--- src/rtl/writeback_arbiter_pkg.sv ---
// Shared types and sizes for the writeback arbiter and its LSU return buffer.
package writeback_arbiter_pkg;

  localparam int unsigned DATA_WIDTH = 32;
  localparam int unsigned NUM_REGS   = 32;
  localparam int unsigned ADDR_WIDTH = $clog2(NUM_REGS);

  typedef logic [ADDR_WIDTH-1:0] reg_addr_t;
  typedef logic [DATA_WIDTH-1:0] reg_data_t;
  typedef logic [NUM_REGS-1:0]   reg_mask_t;

  // Source of the write port winner in a given cycle.
  typedef enum logic [1:0] {
    WB_NONE = 2'd0,
    WB_ALU  = 2'd1,
    WB_LSU  = 2'd2
  } wb_src_e;

  // One pending register write.
  typedef struct packed {
    reg_addr_t rd;
    reg_data_t data;
  } wb_req_t;

  // One-hot register mask for a register index.
  function automatic reg_mask_t reg_onehot(input reg_addr_t rd);
    return NUM_REGS'(1) << rd;
  endfunction

endpackage

--- src/rtl/writeback_arbiter_fifo.sv ---
// Small synchronous FIFO holding LSU returns until they win the write port.
module wb_fifo
  import writeback_arbiter_pkg::*;
#(
  parameter int unsigned DEPTH = 2
) (
  input  logic    clk_i,
  input  logic    rst_ni,
  input  logic    push_i,
  input  wb_req_t data_i,
  input  logic    pop_i,
  output logic    full_o,
  output logic    empty_o,
  output wb_req_t head_o
);

  localparam int unsigned PTR_W = (DEPTH > 1) ? $clog2(DEPTH) : 1;
  localparam int unsigned CNT_W = $clog2(DEPTH + 1);

  wb_req_t            mem_q [DEPTH];
  logic [PTR_W-1:0]   wr_ptr_q, wr_ptr_d;
  logic [PTR_W-1:0]   rd_ptr_q, rd_ptr_d;
  logic [CNT_W-1:0]   count_q,  count_d;
  logic               do_push_c;
  logic               do_pop_c;

  assign full_o  = (count_q == CNT_W'(DEPTH));
  assign empty_o = (count_q == CNT_W'(0));
  assign head_o  = mem_q[rd_ptr_q];

  // Pointer and occupancy next-state; a full FIFO may push when it also pops.
  always_comb begin
    do_push_c = push_i && (!full_o || pop_i);
    do_pop_c  = pop_i && !empty_o;
    wr_ptr_d  = wr_ptr_q;
    rd_ptr_d  = rd_ptr_q;
    count_d   = count_q;
    if (do_push_c) wr_ptr_d = wr_ptr_q + PTR_W'(1);
    if (do_pop_c)  rd_ptr_d = rd_ptr_q + PTR_W'(1);
    case ({do_push_c, do_pop_c})
      2'b10:   count_d = count_q + CNT_W'(1);
      2'b01:   count_d = count_q - CNT_W'(1);
      default: count_d = count_q;
    endcase
  end

  // Pointer and occupancy registers; reset empties the buffer.
  always_ff @(posedge clk_i or negedge rst_ni) begin
    if (!rst_ni) begin
      wr_ptr_q <= '0;
      rd_ptr_q <= '0;
      count_q  <= '0;
    end else begin
      wr_ptr_q <= wr_ptr_d;
      rd_ptr_q <= rd_ptr_d;
      count_q  <= count_d;
    end
  end

  // Storage array; contents are don't-care while the slot is unoccupied.
  always_ff @(posedge clk_i) begin
    if (do_push_c) mem_q[wr_ptr_q] <= data_i;
  end

endmodule

--- src/rtl/writeback_arbiter.sv ---
// Merges ALU results and buffered LSU returns onto the register file write port
// and tracks registers with outstanding loads.
module writeback_arbiter
  import writeback_arbiter_pkg::*;
#(
  parameter int unsigned FIFO_DEPTH   = 2,
  parameter int unsigned STARVE_LIMIT = 4
) (
  input  logic                  clk_i,
  input  logic                  rst_ni,
  input  logic                  ld_issue_i,
  input  logic [ADDR_WIDTH-1:0] ld_issue_rd_i,
  input  logic                  alu_valid_i,
  output logic                  alu_ready_o,
  input  logic [ADDR_WIDTH-1:0] alu_rd_i,
  input  logic [DATA_WIDTH-1:0] alu_data_i,
  input  logic                  lsu_valid_i,
  output logic                  lsu_ready_o,
  input  logic [ADDR_WIDTH-1:0] lsu_rd_i,
  input  logic [DATA_WIDTH-1:0] lsu_data_i,
  output logic                  rf_wr_enable_o,
  output logic [ADDR_WIDTH-1:0] rf_wr_addr_o,
  output logic [DATA_WIDTH-1:0] rf_wr_data_o,
  output logic [NUM_REGS-1:0]   busy_o
);

  localparam int unsigned STARVE_W = $clog2(STARVE_LIMIT + 1);

  logic                fifo_full;
  logic                fifo_empty;
  logic                fifo_push_c;
  logic                fifo_pop_c;
  wb_req_t             fifo_head;
  wb_req_t             lsu_req_c;

  logic                force_c;
  wb_src_e             src_c;
  reg_addr_t           win_rd_c;
  reg_data_t           win_data_c;

  logic [STARVE_W-1:0] starve_q, starve_d;
  logic                wr_en_q,  wr_en_d;
  reg_addr_t           wr_addr_q, wr_addr_d;
  reg_data_t           wr_data_q, wr_data_d;
  logic                wr_lsu_q, wr_lsu_d;
  reg_mask_t           busy_q,   busy_d;
  reg_mask_t           set_c;
  reg_mask_t           clr_c;

  assign lsu_ready_o = !fifo_full;
  assign fifo_push_c = lsu_valid_i && lsu_ready_o;
  assign lsu_req_c   = '{rd: lsu_rd_i, data: lsu_data_i};

  // LSU return buffer.
  wb_fifo #(
    .DEPTH (FIFO_DEPTH)
  ) u_fifo (
    .clk_i   (clk_i),
    .rst_ni  (rst_ni),
    .push_i  (fifo_push_c),
    .data_i  (lsu_req_c),
    .pop_i   (fifo_pop_c),
    .full_o  (fifo_full),
    .empty_o (fifo_empty),
    .head_o  (fifo_head)
  );

  // A starved LSU head locks the ALU out for one cycle.
  assign force_c     = !fifo_empty && (starve_q == STARVE_W'(STARVE_LIMIT));
  assign alu_ready_o = !force_c;

  // Pick the winner for this cycle and prepare the registered write port.
  always_comb begin
    src_c      = WB_NONE;
    win_rd_c   = '0;
    win_data_c = '0;
    fifo_pop_c = 1'b0;
    if (alu_valid_i && !force_c) begin
      src_c      = WB_ALU;
      win_rd_c   = alu_rd_i;
      win_data_c = alu_data_i;
    end else if (!fifo_empty) begin
      src_c      = WB_LSU;
      win_rd_c   = fifo_head.rd;
      win_data_c = fifo_head.data;
      fifo_pop_c = 1'b1;
    end

    // Writes to x0 are consumed but never reach the register file.
    wr_en_d   = (src_c != WB_NONE) && (win_rd_c != '0);
    wr_lsu_d  = wr_en_d && (src_c == WB_LSU);
    wr_addr_d = wr_en_d ? win_rd_c   : wr_addr_q;
    wr_data_d = wr_en_d ? win_data_c : wr_data_q;
  end

  // Count cycles the buffered LSU head loses to the ALU.
  always_comb begin
    starve_d = starve_q;
    if (fifo_empty || (src_c == WB_LSU)) begin
      starve_d = '0;
    end else if ((src_c == WB_ALU) && (starve_q < STARVE_W'(STARVE_LIMIT))) begin
      starve_d = starve_q + STARVE_W'(1);
    end
  end

  // Pending-load scoreboard: clear as the RF captures the load data, set wins.
  always_comb begin
    set_c  = (ld_issue_i && (ld_issue_rd_i != '0)) ? reg_onehot(ld_issue_rd_i) : '0;
    clr_c  = (wr_en_q && wr_lsu_q) ? reg_onehot(wr_addr_q) : '0;
    busy_d = (busy_q & ~clr_c) | set_c;
  end

  // State and output registers.
  always_ff @(posedge clk_i or negedge rst_ni) begin
    if (!rst_ni) begin
      starve_q  <= '0;
      wr_en_q   <= 1'b0;
      wr_addr_q <= '0;
      wr_data_q <= '0;
      wr_lsu_q  <= 1'b0;
      busy_q    <= '0;
    end else begin
      starve_q  <= starve_d;
      wr_en_q   <= wr_en_d;
      wr_addr_q <= wr_addr_d;
      wr_data_q <= wr_data_d;
      wr_lsu_q  <= wr_lsu_d;
      busy_q    <= busy_d;
    end
  end

  assign rf_wr_enable_o = wr_en_q;
  assign rf_wr_addr_o   = wr_addr_q;
  assign rf_wr_data_o   = wr_data_q;
  assign busy_o         = busy_q;

`ifdef ENABLE_ASSERTIONS
  // Issue logic must not let an ALU result overwrite a register awaiting a load.
  a_alu_to_busy: assert property (@(posedge clk_i) disable iff (!rst_ni)
    (alu_valid_i && alu_ready_o && (alu_rd_i != '0)) |-> !busy_q[alu_rd_i]);

  // A second load to a busy register is only allowed as the first one retires.
  a_load_to_busy: assert property (@(posedge clk_i) disable iff (!rst_ni)
    (ld_issue_i && (ld_issue_rd_i != '0)) |-> (!busy_q[ld_issue_rd_i] || clr_c[ld_issue_rd_i]));
`endif

endmodule

--- config.mk ---
export PLATFORM = sky130hd
export DESIGN_NAME = writeback_arbiter
export DESIGN_NICKNAME = d
export VERILOG_FILES = /design/src/rtl/writeback_arbiter_pkg.sv /design/src/rtl/writeback_arbiter_fifo.sv /design/src/rtl/writeback_arbiter.sv
export SDC_FILE = /design/constraint.sdc
export NUM_CORES = 1
export LEC_CHECK = 0
export CAP_MARGIN = 20
export CORE_AREA = 10 10 180 140
export CTS_CLUSTER_DIAMETER = 50
export DETAILED_ROUTE_END_ITERATION = 8
export DIE_AREA = 0 0 190 150
export GPL_ROUTABILITY_DRIVEN = 0
export RECOVER_POWER = 25
export SLEW_MARGIN = 25
export SYNTH_ARGS = -nofsm -noshare
export SYNTH_HDL_FRONTEND = slang
export SYNTH_HIERARCHICAL = 1
export SYNTH_SLANG_ARGS = --single-unit
--- constraint.sdc ---
create_clock -name clk_i -period 8.7 [get_ports clk_i]
set_clock_uncertainty 0.1 [all_clocks]
set_input_delay 0.87 -clock clk_i [delete_from_list [all_inputs] [get_ports clk_i]]
set_output_delay 0.87 -clock clk_i [all_outputs]
set_load 0.1 [all_outputs]
# Yosys cells after proc, flatten, opt, wreduce, memory -nomap -nowiden
# Memories as Yosys holds them, arrays and structs flattened.
# Cells that the tools add are included.
# op_classes
n_addsub	5
n_lt_le_gt_ge	1
n_eq_ne	6
n_shift	2
muxes	15
n_bitwise	3
n_reduce_logical	21
# op_table
operator	n
two-way mux 32 bit	4
<< shifter 1 x 5 -> 32 bit (first input constant)	2
AND 32 bit	1
inverter 32 bit	1
bitwise OR 32 bit	1
logical AND 1 bit	10
two-way mux 5 bit	2
nonzero test 5 bit	2
equality test 2 bit (second input constant)	3
two-way mux 3 bit	2
nonzero test 2 bit	3
equality test 2 x 1 -> 1 bit (second input constant)	2
two-way mux 1 bit	4
two-way mux 2 bit	2
case mux 2 bit (2 select lines)	1
adder 3 x 1 -> 3 bit (second input constant)	1
equality test 3 bit (second input constant)	1
zero test 1 bit	3
less-than comparator 3 bit (second input constant)	1
adder 1 bit (second input constant)	2
adder 2 x 1 -> 2 bit (second input constant)	1
zero test 2 bit	1
logical OR 1 bit	2
subtractor 2 x 1 -> 2 bit (second input constant)	1
# totals
ff_bits	78
ram_bits	74
inputBits	84
wordCells	63
n_memories	1
# memory_table
memory	words	word_bits	read_ports	rd_ports_with_merged_regs	wr	line	text
u_fifo.mem_q	2	37	1	0	1	writeback_arbiter_fifo.sv:20	wb_req_t mem_q [DEPTH];

# Longest topological paths before layout
# Gate-level depths: netlist of run 1.
# depth
ltp_word	10
ltp_mapped	10
mapped_depth_nobuf	9

# Hierarchy
# Netlist of run 1, hierarchy kept.
# modules_own_cells
mod	instances	cells_each	area_each_um2
writeback_arbiter	1	290	3393.3
wb_fifo	1	134	2970.3

# Least setup slack after synthesis of run 1
# OpenSTA, ideal clock, no wires.
# synth_path
path_kind	register -> register
start	register u_fifo.count_q[1]
end	memory u_fifo/mem_q[0][0] (netlist name), enable pin
setup_ps	431
arrival_ps	3267
setup_slack_ps	4902
stages_incl_launch_ff	7
n_path_buf	1
period_less_slack_ps	3798
cell_sequence	dfrtp_1 -> nor2_1 -> nand3b_4 -> a21oi_1 -> clkbuf_1 -> o21ai_4 -> nor2_1
# synth_via
elab_chain_len	10
word_cells_on_any_way	14
classes_between	1 x eq/ne; 4 x mux; 9 x reduce/logical
# synth_rtl
item	line	text
start: declaration	writeback_arbiter_fifo.sv:23	logic [CNT_W-1:0] count_q, count_d;
start signal: assignment	writeback_arbiter_fifo.sv:56	count_q <= count_d;
zero test 2 bit	writeback_arbiter_fifo.sv:28	assign empty_o = (count_q == CNT_W'(0));
via fifo_empty	writeback_arbiter.sv:30	logic fifo_empty;
zero test 1 bit	writeback_arbiter.sv:69	assign force_c = !fifo_empty && (starve_q == STARVE_W'(STARVE_LIMIT));
logical AND 1 bit	writeback_arbiter.sv:69	
zero test 1 bit	n/a	
via alu_ready_o	writeback_arbiter.sv:14	output logic alu_ready_o,
logical AND 1 bit	writeback_arbiter.sv:78	if (alu_valid_i && !force_c) begin
two-way mux 1 bit	writeback_arbiter.sv:78	
via fifo_pop_c	writeback_arbiter.sv:32	logic fifo_pop_c;
logical OR 1 bit	writeback_arbiter_fifo.sv:33	do_push_c = push_i && (!full_o || pop_i);
logical AND 1 bit	writeback_arbiter_fifo.sv:33	
two-way mux 1 bit	writeback_arbiter_fifo.sv:62	if (do_push_c) mem_q[wr_ptr_q] <= data_i;
two-way mux 1 bit (implied by the code)	writeback_arbiter_fifo.sv:62	
end: declaration	writeback_arbiter_fifo.sv:20	
# The timed path passes the listed nets, and every way through them passes these cells.

==> results.md, run 1 <==
- Outcome: finished with violations
- Failing checks: max-capacitance violations, max-slew violations
- Htree depth: 4
- Slew headroom: -1.78
- CTS max path bufs: 2
- Placed Instances: 862
- Die ar.: 28500 um2
- RSZ-0062 raised after global routing: false
- Skew-Pair Late Insertion Delay: 0.42 ns
- Peak Freq: 215 MHz
- Routed WL: 16.9 mm
- Number of DRC markers in iteration 0: 261
- DR vias/cell: 4.71
- # DRC: 0
- Most frequent cells after synthesis: dfrtp_1 (78), edfxtp_1 (74), o21ai_0 (66), mux2_2 (35), mux2_4 (34)
- CP Max Fanout: 78
- Register area share after synthesis: 0.656
- Most common cell in the netlist: dfrtp_1
- Synth top area cells: edfxtp_1 (35%), dfrtp_1 (31%), mux2_4 (8.0%)
- Final net count: 674
- Post-route ant nets: 0
- Slowest stage cell on the critical path: clkbuf_1
- CTS tree: built
- Initial Utilization: 0.293
- Largest net degree at the start of global routing: 79
- Area leader, netlist: edfxtp_1
- Core Footprint: 21700 um2
- Final setup vio count: 0
- Yosys cell types: 37
- TritonCTS Sinks: 152
- Antenna cells: 0
- Die H: 150 um
- Fin crit period: 4.66 ns
- Detailed placer's ending HPWL: 12.3 mm
- Mapped Area: 6360 um2
- # resized after CTS: 0
- Post-CTS Repair Setup Buffers: 0
- Post-synth EDFFs: 74
- Synthesized flop and latch total: 152
- Hold_buf cts: 0
- Final hold viol count: 0
- Buffers and inverters on the worst path: 1
- Share of post-route cells with drive strength above 1: 0.195
- Vias in the first global route: 4532
- Congestion Overflow GR: 0
- Slew at the pin closest to its max-slew limit: 4.16 ns
- GRT Util Overall: 0.120
- Top_reg_cell synth: dfrtp_1
- Post-synth top area share: 0.349
- Delay-heaviest family, CP: buffers and inverters
- Crit share post-route: 0.535
- Synth-to-layout area growth: 38.2%
- Maxcap violations: 1
- Startpoint types: primary input
- Crit-path cells: clkbuf_1
- Initial antenna violation count: 0
- Die Wd: 190 um
- DR WL/cell: 18.9 um
- Post-Syn Area per Cell: 15.0 um2
- First-pass GRT wire length: 26.1 mm
- Filler instances: 1992
- Hold/Removal Path Class: register to register
- WS Path Type: primary input to asynchronous set/reset pin
- # IOs: 156
- DRT Pass-1 Iters: 4
- Cts bufs inserted: 17
- Syn Inst Count: 424
- Largest stage delay, worst path: 2.88 ns
- Synth Warn #: 6
- Post-Layout Cell Count: 894
- Sum Neg Setup Slack: 0 ns
- WP data required: 7.82 ns
- Critical Path AT: 3.78 ns
- Reg clk slew, reported paths: 0.06 ns
- Syn nets: 511
- DR vias: 4208
- Number of port buffers: 155
- Root Buffer: clkbuf_16
- Asr flop ratio synth: 0.513
- Site Rows: 47
- Pins over their slew limit: 79
- Endpoint type of the worst setup path: asynchronous set/reset pin
==> worst reg2reg max path, delay by kind of cell (launching register included) <==
kind            cells  cell delay (ns)
flops               1             0.43
mux                 1             0.36
buf+inv             1             0.33
compound gates      1             0.27
simple gates        3             1.67
==> metrics by stage <==
| stage | utilization | setup slack [ns] | cell area (um2) | hold slack, ns |
|---|---|---|---|---|
| after floorplan | - | 4.90 | 6360 | 0.367 |
| after global placement | 0.380 | 5.06 | 8240 | 0.386 |
| after detailed placement | 0.380 | 4.98 | 8240 | 0.386 |
| after CTS | 0.405 | 4.75 | 8800 | 0.399 |
| after global routing | 0.405 | 2.93 | 8790 | 0.415 |
| final | 0.405 | 4.04 | 8790 | 0.393 |
==> layer usage <==
layer  vias up  wire [um]  track usage  share of wire
li1       1935          -            -              -
met1      2080       7600        0.151           0.45
met2       180       7860        0.188           0.46
met3        13       1350       0.0472          0.080
met4         0        127       0.0325         0.0075
met5         -          0            0              0
==> area by class of cell <==
| type | count | area, um2 | area share |
|---|---|---|---|
| flip-flops and latches | 152 | 4180 | 0.475 |
| multi-input cells | 245 | 2070 | 0.236 |
| repair buffers | 160 | 1580 | 0.180 |
| clock buffers | 20 | 437 | 0.0497 |
| well taps | 294 | 368 | 0.0418 |
| clock inverters | 12 | 118 | 0.0134 |
| inverters | 11 | 41.3 | 0.00469 |
==> final timing paths <==
path / cells past startpoint / endpoint / slack, ns / startpoint
max: 1 / u_fifo/rd_ptr_q$_DFFE_PN0P_ / 4.04 / rst_ni
min: 1 / busy_o[0]$_DFF_PN0_ / 0.39 / busy_o[0]$_DFF_PN0_
max reg2reg: 6 / rf_wr_data_o[4]$_DFFE_PN0P_ / 5.43 / u_fifo/count_q[1]$_DFFE_PN0P_
min reg2reg: 1 / busy_o[0]$_DFF_PN0_ / 0.39 / busy_o[0]$_DFF_PN0_
max in group clk_i: 3 / alu_ready_o / 4.76 / u_fifo/count_q[1]$_DFFE_PN0P_
min in group asynchronous: 1 / busy_o[2]$_DFF_PN0_ / 1.83 / rst_ni
==> layout by cell type (no fill, tap or decap), types with 6 or more instances in the layout <==
| cell type | Yosys | final |
|---|---|---|
| clkdlybuf4s50_1 | 0 | 132 |
| dfrtp_1 | 78 | 77 |
| edfxtp_1 | 74 | 74 |
| o21ai_0 | 66 | 66 |
| mux2_2 | 35 | 35 |
| mux2_4 | 34 | 34 |
| a22o_1 | 32 | 32 |
| dlygate4sd3_1 | 0 | 22 |
| clkbuf_16 | 0 | 17 |
| nand2_1 | 14 | 14 |
| inv_1 | 11 | 11 |
| nand4_1 | 6 | 6 |
| nor2_1 | 8 | 6 |
==> state kept, by name (all words and copies together) (netlist names), 2 cells and up <==
register        cells
rf_wr_data_o       32
busy_o             32
u_fifo/mem_q       74
starve_q            3
u_fifo/count_q      2
rf_wr_addr_o        5
==> logic make-up (layout without fill, tap and decap cells) <==
group                    Yosys count  after routing  synth area share
XOR/XNOR                           6              6           0.00826
adder cells (fa/ha/maj)            3              3           0.00590
AO/OA/AOI/OAI                    109            109             0.112
multiplexers                      70             70             0.144
AND/OR/NAND/NOR                   57             57            0.0505
buffers and inverters             27            203            0.0240
flip-flops                       152            152             0.656
Power of run 1 is left out: the tool's default activity adds up to more than one toggle a clock period on the data nets, which glitch-free logic cannot reach.
==> run 2, diff against run 1 <==
==> constraint.sdc (replaced) <==
create_clock -name clk_i -period 4.2 [get_ports clk_i]
set_clock_uncertainty 0.1 [all_clocks]
set_input_delay 0.42 -clock clk_i [delete_from_list [all_inputs] [get_ports clk_i]]
set_output_delay 0.42 -clock clk_i [all_outputs]
set_load 0.1 [all_outputs]
==> run 2 against run 1 <==
The run still ends with max-capacitance violations, max-slew violations left. Worst hold slack got worse by 0.0096 ns. Largest cell class unchanged. Setup slack got worse by 2.6 ns. Non-clock buffer count is 2 higher. Highest routed layer is now met5. Critical endpoint is now rf_wr_data_o[29]$_DFFE_PN0P_.
==> results.md, run 2 (synthesis gave the netlist of run 1 again) <==
- Number of DRC markers in iteration 0: 372 (was 261)
- Most Crowded Layer GR: met2 (unchanged)
- Met2 Use GR: 0.187 (was 0.188)
- Die ar.: 28500 um2 (unchanged)
- # IOs: 156 (unchanged)
- Worst-case hold slack: 0.383 ns (was 0.393 ns)
- Endpoint type of the worst setup path: register (was asynchronous set/reset pin)
- Slew headroom: -0.338 (was -1.78)
- DR WL/cell: 19.2 um (was 18.9 um)
- Hold Path Stages: 1 (unchanged)
- Crit share post-route: 0.666
- Hold_sp: busy_o[0]$_DFF_PN0_ (unchanged)
- Largest net degree at the start of global routing: 79 (unchanged)
- Post-route ant nets: 0 (unchanged)
- Post-CTS Repair Setup Buffers: 0 (unchanged)
- Reg with most FFs: u_fifo/mem_q (unchanged)
- Hold path endpoint: busy_o[0]$_DFF_PN0_ (unchanged)
- DR vias: 4230 (was 4208)
- CTS tree: built (unchanged)
- First-pass GRT wire length: 26.7 mm (was 26.1 mm)
- Max reg flops: 74 (unchanged)
- Root Buffer: clkbuf_16 (unchanged)
- Htree depth: 4 (unchanged)
- Site Rows: 47 (unchanged)
- Final net count: 676 (was 674)
- Worst flop-to-flop path startpoint: u_fifo/count_q[1]$_DFFE_PN0P_ (unchanged)
- Fin crit period: 2.80 ns
- Outcome: finished with violations (unchanged)
- Detailed placer's ending HPWL: 12.3 mm (about the same)
- CTS max path bufs: 2 (unchanged)
- Sum Neg Setup Slack: 0 ns (unchanged)
- Reg clk slew, reported paths: 0.06 ns (about the same)
- # resized after CTS: 0 (unchanged)
- Congestion Overflow GR: 0 (unchanged)
- Die H: 150 um (unchanged)
- Final hold viol count: 0 (unchanged)
- Routed WL: 17.3 mm (was 16.9 mm)
- R2R setup slack: 1.40 ns (was 5.43 ns)
- Met1 Track Usage GR: 0.150 (was 0.151)
- DRT Pass-1 Iters: 4 (unchanged)
- Slew at the pin closest to its max-slew limit: 2.01 ns (was 4.16 ns)
- Vias in the first global route: 4668 (was 4532)
- Pins over their slew limit: 79 (unchanged)
- Commonest non-fill, non-tap cell in the layout: clkdlybuf4s50_1 (unchanged)
- Critical Path AT: 3.00 ns (was 3.78 ns)
- Initial Utilization: 0.293 (unchanged)
- Worst Setup SP: u_fifo/count_q[1]$_DFFE_PN0P_ (was rst_ni)
- TritonCTS Sinks: 152 (unchanged)
- # DRC: 0 (unchanged)
- Share of post-route cells with drive strength above 1: 0.204 (was 0.195)
- Peak Freq: 357 MHz
- Initial antenna violation count: 8 (was 0)
- Hold/Removal Path Class: register to register (unchanged)
- WS Path Type: register to register (was primary input to asynchronous set/reset pin)
- RSZ-0062 raised after global routing: false (unchanged)
- Final core occ: 0.410 (was 0.405)
- Met3 usage: 0.0600 (was 0.0472)
- Most frequent cells in the layout: clkdlybuf4s50_1 (116), dfrtp_1 (77), edfxtp_1 (74) (was clkdlybuf4s50_1 (132), dfrtp_1 (77), edfxtp_1 (74))
- GRT Util Overall: 0.123 (was 0.120)
- Number of port buffers: 155 (unchanged)
- Reg-to-Reg End: rf_wr_data_o[29]$_DFFE_PN0P_ (was rf_wr_data_o[4]$_DFFE_PN0P_)
- Core Footprint: 21700 um2 (unchanged)
- Reg2Reg Depth: 6 (unchanged)
- Cts bufs inserted: 17 (unchanged)
- Startpoint types: register (was primary input)
- Final setup vio count: 0 (unchanged)
- Die Wd: 190 um (unchanged)
- Synth-to-layout area growth: 39.9% (was 38.2%)
- Skew-Pair Late Insertion Delay: 0.42 ns (about the same)
- CP Max Fanout: 28 (was 78)
- WP data required: 4.40 ns (was 7.82 ns)
- DR vias/cell: 4.69 (was 4.71)
- Maxcap violations: 1 (unchanged)
- Failing checks: max-capacitance violations, max-slew violations (unchanged)
run 2: how the worst max path moves through the flow:
| stage | end | slack, ns | cells past startpoint |
|---|---|---|---|
| detailed placement | rf_wr_data_o[30]$_DFFE_PN0P_ | 1.29 | 5 |
| floorplan | u_fifo/mem_q[0][0]$_DFFE_PP_ | 0.40 | 6 |
| finish | rf_wr_data_o[29]$_DFFE_PN0P_ | 1.40 | 6 |
| global placement | rf_wr_data_o[0]$_DFFE_PN0P_ | 1.33 | 5 |
| global route | u_fifo/rd_ptr_q$_DFFE_PN0P_ | 1.16 | 2 |
| CTS | lsu_ready_o | 1.34 | 4 |
run 2: worst max-delay path: stages, from the launching register on:
cell and delay (ns):
dfrtp_1 0.42, nor2_1 0.20, nand3b_4 0.25, and2_2 0.24, o31ai_4 0.53, buf_4 0.51
mux2_2 0.40
run 2: metal layers:
metal	up-vias	wire length (um)
li1	1937	-
met1	2096	7500
met2	172	7910
met3	19	1650
met4	6	236
met5	-	35
run 2: final cells by class:
class	count	area (um2)
clock inverter	13	193
inverter	11	41.3
antenna	5	12.5
fill	1961	12800
clock buffer	19	443
timing repair buffer	162	1600
sequential	152	4180
multi-input combinational	245	2070
tap	294	368
run 2: repair_timing:
action | CTS | global route
endpoints found under the setup margin | 0 | 0
hold endpoints to repair | 0 | 1
hold buffers | 0 | 1
run 2: through the flow:
step / instances / setup slack, ns / instance area (um2)
2_1_floorplan: 424 / 0.402 / 6360
3_5_place_dp: 863 / 1.29 / 8250
3_3_place_gp: 863 / 1.33 / 8250
5_1_grt: 897 / 1.16 / 8890
6_report: 901 / 1.40 / 8900
4_1_cts: 895 / 1.34 / 8880
Power of run 2 is left out for the same reason.
==> run 3, diff against run 2 <==
==> constraint.sdc (replaced) <==
create_clock -name clk_i -period 2.55 [get_ports clk_i]
set_clock_uncertainty 0.1 [all_clocks]
set_input_delay 0.255 -clock clk_i [delete_from_list [all_inputs] [get_ports clk_i]]
set_output_delay 0.255 -clock clk_i [all_outputs]
set_load 0.1 [all_outputs]
==> run 3 against run 2 <==
The flow now finishes without violations. Cell count rose by 0.67%. Sequential share of layout area grew 0.82 points. Routed wire length is 0.55% higher. Register-to-register slack worse by 1.2 ns. Largest cell class unchanged. Via count down 0.35%.
==> results.md, run 3 (synthesis gave the netlist of run 1 again) <==
- CTS tree: built (unchanged)
- Slowest stage cell on the critical path: buf_4 (was o31ai_4)
- Commonest non-fill, non-tap cell in the layout: buf_4 (was clkdlybuf4s50_1)
- Congestion Overflow GR: 0 (unchanged)
- First-pass GRT wire length: 27.2 mm (was 26.7 mm)
- Final setup vio count: 0 (unchanged)
- Share of post-route cells with drive strength above 1: 0.330 (was 0.204)
- Hold Path Stages: 1 (unchanged)
- Reg2Reg Depth: 6 (unchanged)
- Buffers and inverters on the worst path: 2 (was 1)
- Synth-to-layout area growth: 37.5% (was 39.9%)
- Reg clk slew, reported paths: 0.06 ns (about the same)
- Pre-CTS WS: 0.142 ns (was 1.29 ns)
- Startpoint types: register (unchanged)
- Detailed placer's ending HPWL: 12.9 mm (was 12.3 mm)
- Final core occ: 0.403 (was 0.410)
- Die H: 150 um (unchanged)
- R2R setup slack: 0.18 ns (was 1.40 ns)
- Post-CTS Repair Setup Buffers: 0 (unchanged)
- Largest stage delay, worst path: 0.48 ns (was 0.53 ns)
- Slew headroom: 0.260 (was -0.338)
- RSZ-0062 raised after global routing: false (unchanged)
- Worst-case hold slack: 0.396 ns (was 0.383 ns)
- Vias in the first global route: 4703 (was 4668)
- Met3 usage: 0.0540 (was 0.0600)
- Filler instances: 1973 (was 1961)
- Root Buffer: clkbuf_16 (unchanged)
- Reg-to-Reg End: rf_wr_data_o[27]$_DFFE_PN0P_ (was rf_wr_data_o[29]$_DFFE_PN0P_)
- Routed WL: 17.4 mm (was 17.3 mm)
- Die ar.: 28500 um2 (unchanged)
- Critical Path AT: 2.56 ns (was 3.00 ns)
- Post-route ant nets: 0 (unchanged)
- Pins over their slew limit: 0 (was 79)
- Number of DRC markers in iteration 0: 255 (was 372)
- WP data required: 2.74 ns (was 4.40 ns)
- DRT Pass-1 Iters: 4 (unchanged)
- Hold/Removal Path Class: primary input to register (was register to register)
- Sum Neg Setup Slack: 0 ns (unchanged)
- Peak Freq: 422 MHz (was 357 MHz)
- DR WL/cell: 19.2 um (about the same)
- Initial antenna violation count: 11 (was 8)
- Largest net degree at the start of global routing: 41 (was 79)
- Delay-heaviest family, CP: buffers and inverters (was simple AND/OR/NAND/NOR gates)
- Most Crowded Layer GR: met2 (unchanged)
- Crit-path cells: buf_4, mux2_4, nor2_1, o31ai_4, buf_12, mux2_2 (was nor2_1, nand3b_4, and2_2, o31ai_4, buf_4, mux2_2)
- Outcome: completed (was finished with violations)
- Slew at the pin closest to its max-slew limit: 1.11 ns (was 2.01 ns)
- Skew-Pair Late Insertion Delay: 0.42 ns (about the same)
- GRT Util Overall: 0.123 (about the same)
- Crit share post-route: 0.929 (was 0.666)
- Cts bufs inserted: 17 (unchanged)
- Fin worst setup slack: 0.180 ns (was 1.40 ns)
- Hold path endpoint: u_fifo/mem_q[1][28]$_DFFE_PP_ (was busy_o[0]$_DFF_PN0_)
- Final hold viol count: 0 (unchanged)
- CP Max Fanout: 38 (was 28)
- Most frequent cells in the layout: buf_4 (78), dfrtp_1 (77), edfxtp_1 (74) (was clkdlybuf4s50_1 (116), dfrtp_1 (77), edfxtp_1 (74))
- Max reg flops: 74 (unchanged)
- WS Path Type: register to register (unchanged)
- Initial Utilization: 0.293 (unchanged)
- Fin crit period: 2.37 ns (was 2.80 ns)
- Number of port buffers: 155 (unchanged)
- # IOs: 156 (unchanged)
- Site Rows: 47 (unchanged)
- # DRC: 0 (unchanged)
- Maxcap violations: 0 (was 1)
- Die Wd: 190 um (unchanged)
- Met2 Use GR: 0.198 (was 0.187)
- Final net count: 680 (was 676)
- # resized after CTS: 0 (unchanged)
- Hold_sp: lsu_data_i[28] (was busy_o[0]$_DFF_PN0_)
- Worst flop-to-flop path startpoint: u_fifo/rd_ptr_q$_DFFE_PN0P_ (was u_fifo/count_q[1]$_DFFE_PN0P_)
- DR vias: 4215 (was 4230)
- Endpoint type of the worst setup path: register (unchanged)
- Met1 Track Usage GR: 0.149 (was 0.150)
- CTS max path bufs: 2 (unchanged)
- Core Footprint: 21700 um2 (unchanged)
- Reg with most FFs: u_fifo/mem_q (unchanged)
- Number of stages on the worst setup path: 6 (unchanged)
- TritonCTS Sinks: 152 (unchanged)
- Hold_buf cts: 1 (was 0)
- Htree depth: 4 (unchanged)
- DR vias/cell: 4.65 (was 4.69)
[run 3: cell count changes in the layout (fill, tap and decap cells not counted), moves of 2 or more]
cell / before / now
bufinv_16: 4 / 1
diode_2: 5 / 7
clkdlybuf4s50_1: 116 / 45
inv_6: 2 / 8
buf_12: 0 / 4
buf_4: 7 / 78
[run 3: per-stage QoR]
step,cells,area [um2]
2_1_floorplan,424,6400
3_3_place_gp,867,8160
3_5_place_dp,867,8160
4_1_cts,900,8740
5_1_grt,901,8740
6_report,907,8750
[run 3: routing by layer]
layer | vias to the layer above | share of wire
li1 | 1959 | -
met1 | 2111 | 0.42
met2 | 123 | 0.48
met3 | 18 | 0.087
met4 | 4 | 0.0073
met5 | - | 0.0020
[run 3: area by class of cell]
| class | count | area, um2 | area share |
|---|---|---|---|
| timing repair buffer | 166 | 1500 | 0.172 |
| clock buffer | 19 | 443 | 0.0506 |
| clock inverter | 13 | 128 | 0.0146 |
| multi-input combinational | 245 | 2080 | 0.237 |
| sequential | 152 | 4180 | 0.477 |
| tap | 294 | 368 | 0.0420 |
| inverter | 11 | 41.3 | 0.00472 |
| antenna | 7 | 17.5 | 0.00200 |
[run 3: worst max path at each step]
stage / from / endpoint / slack [ns]
global route: u_fifo/rd_ptr_q$_DFFE_PN0P_ / rf_wr_data_o[0]$_DFFE_PN0P_ / 0.06
CTS: u_fifo/rd_ptr_q$_DFFE_PN0P_ / rf_wr_data_o[23]$_DFFE_PN0P_ / 0.12
global placement: u_fifo/rd_ptr_q$_DFFE_PN0P_ / rf_wr_data_o[23]$_DFFE_PN0P_ / 0.19
floorplan: starve_q[0]$_DFFE_PN0P_ / u_fifo/mem_q[0][0]$_DFFE_PP_ / 0.005
detailed placement: u_fifo/rd_ptr_q$_DFFE_PN0P_ / rf_wr_data_o[23]$_DFFE_PN0P_ / 0.14
finish: u_fifo/rd_ptr_q$_DFFE_PN0P_ / rf_wr_data_o[27]$_DFFE_PN0P_ / 0.18
Power of run 3 is left out for the same reason.
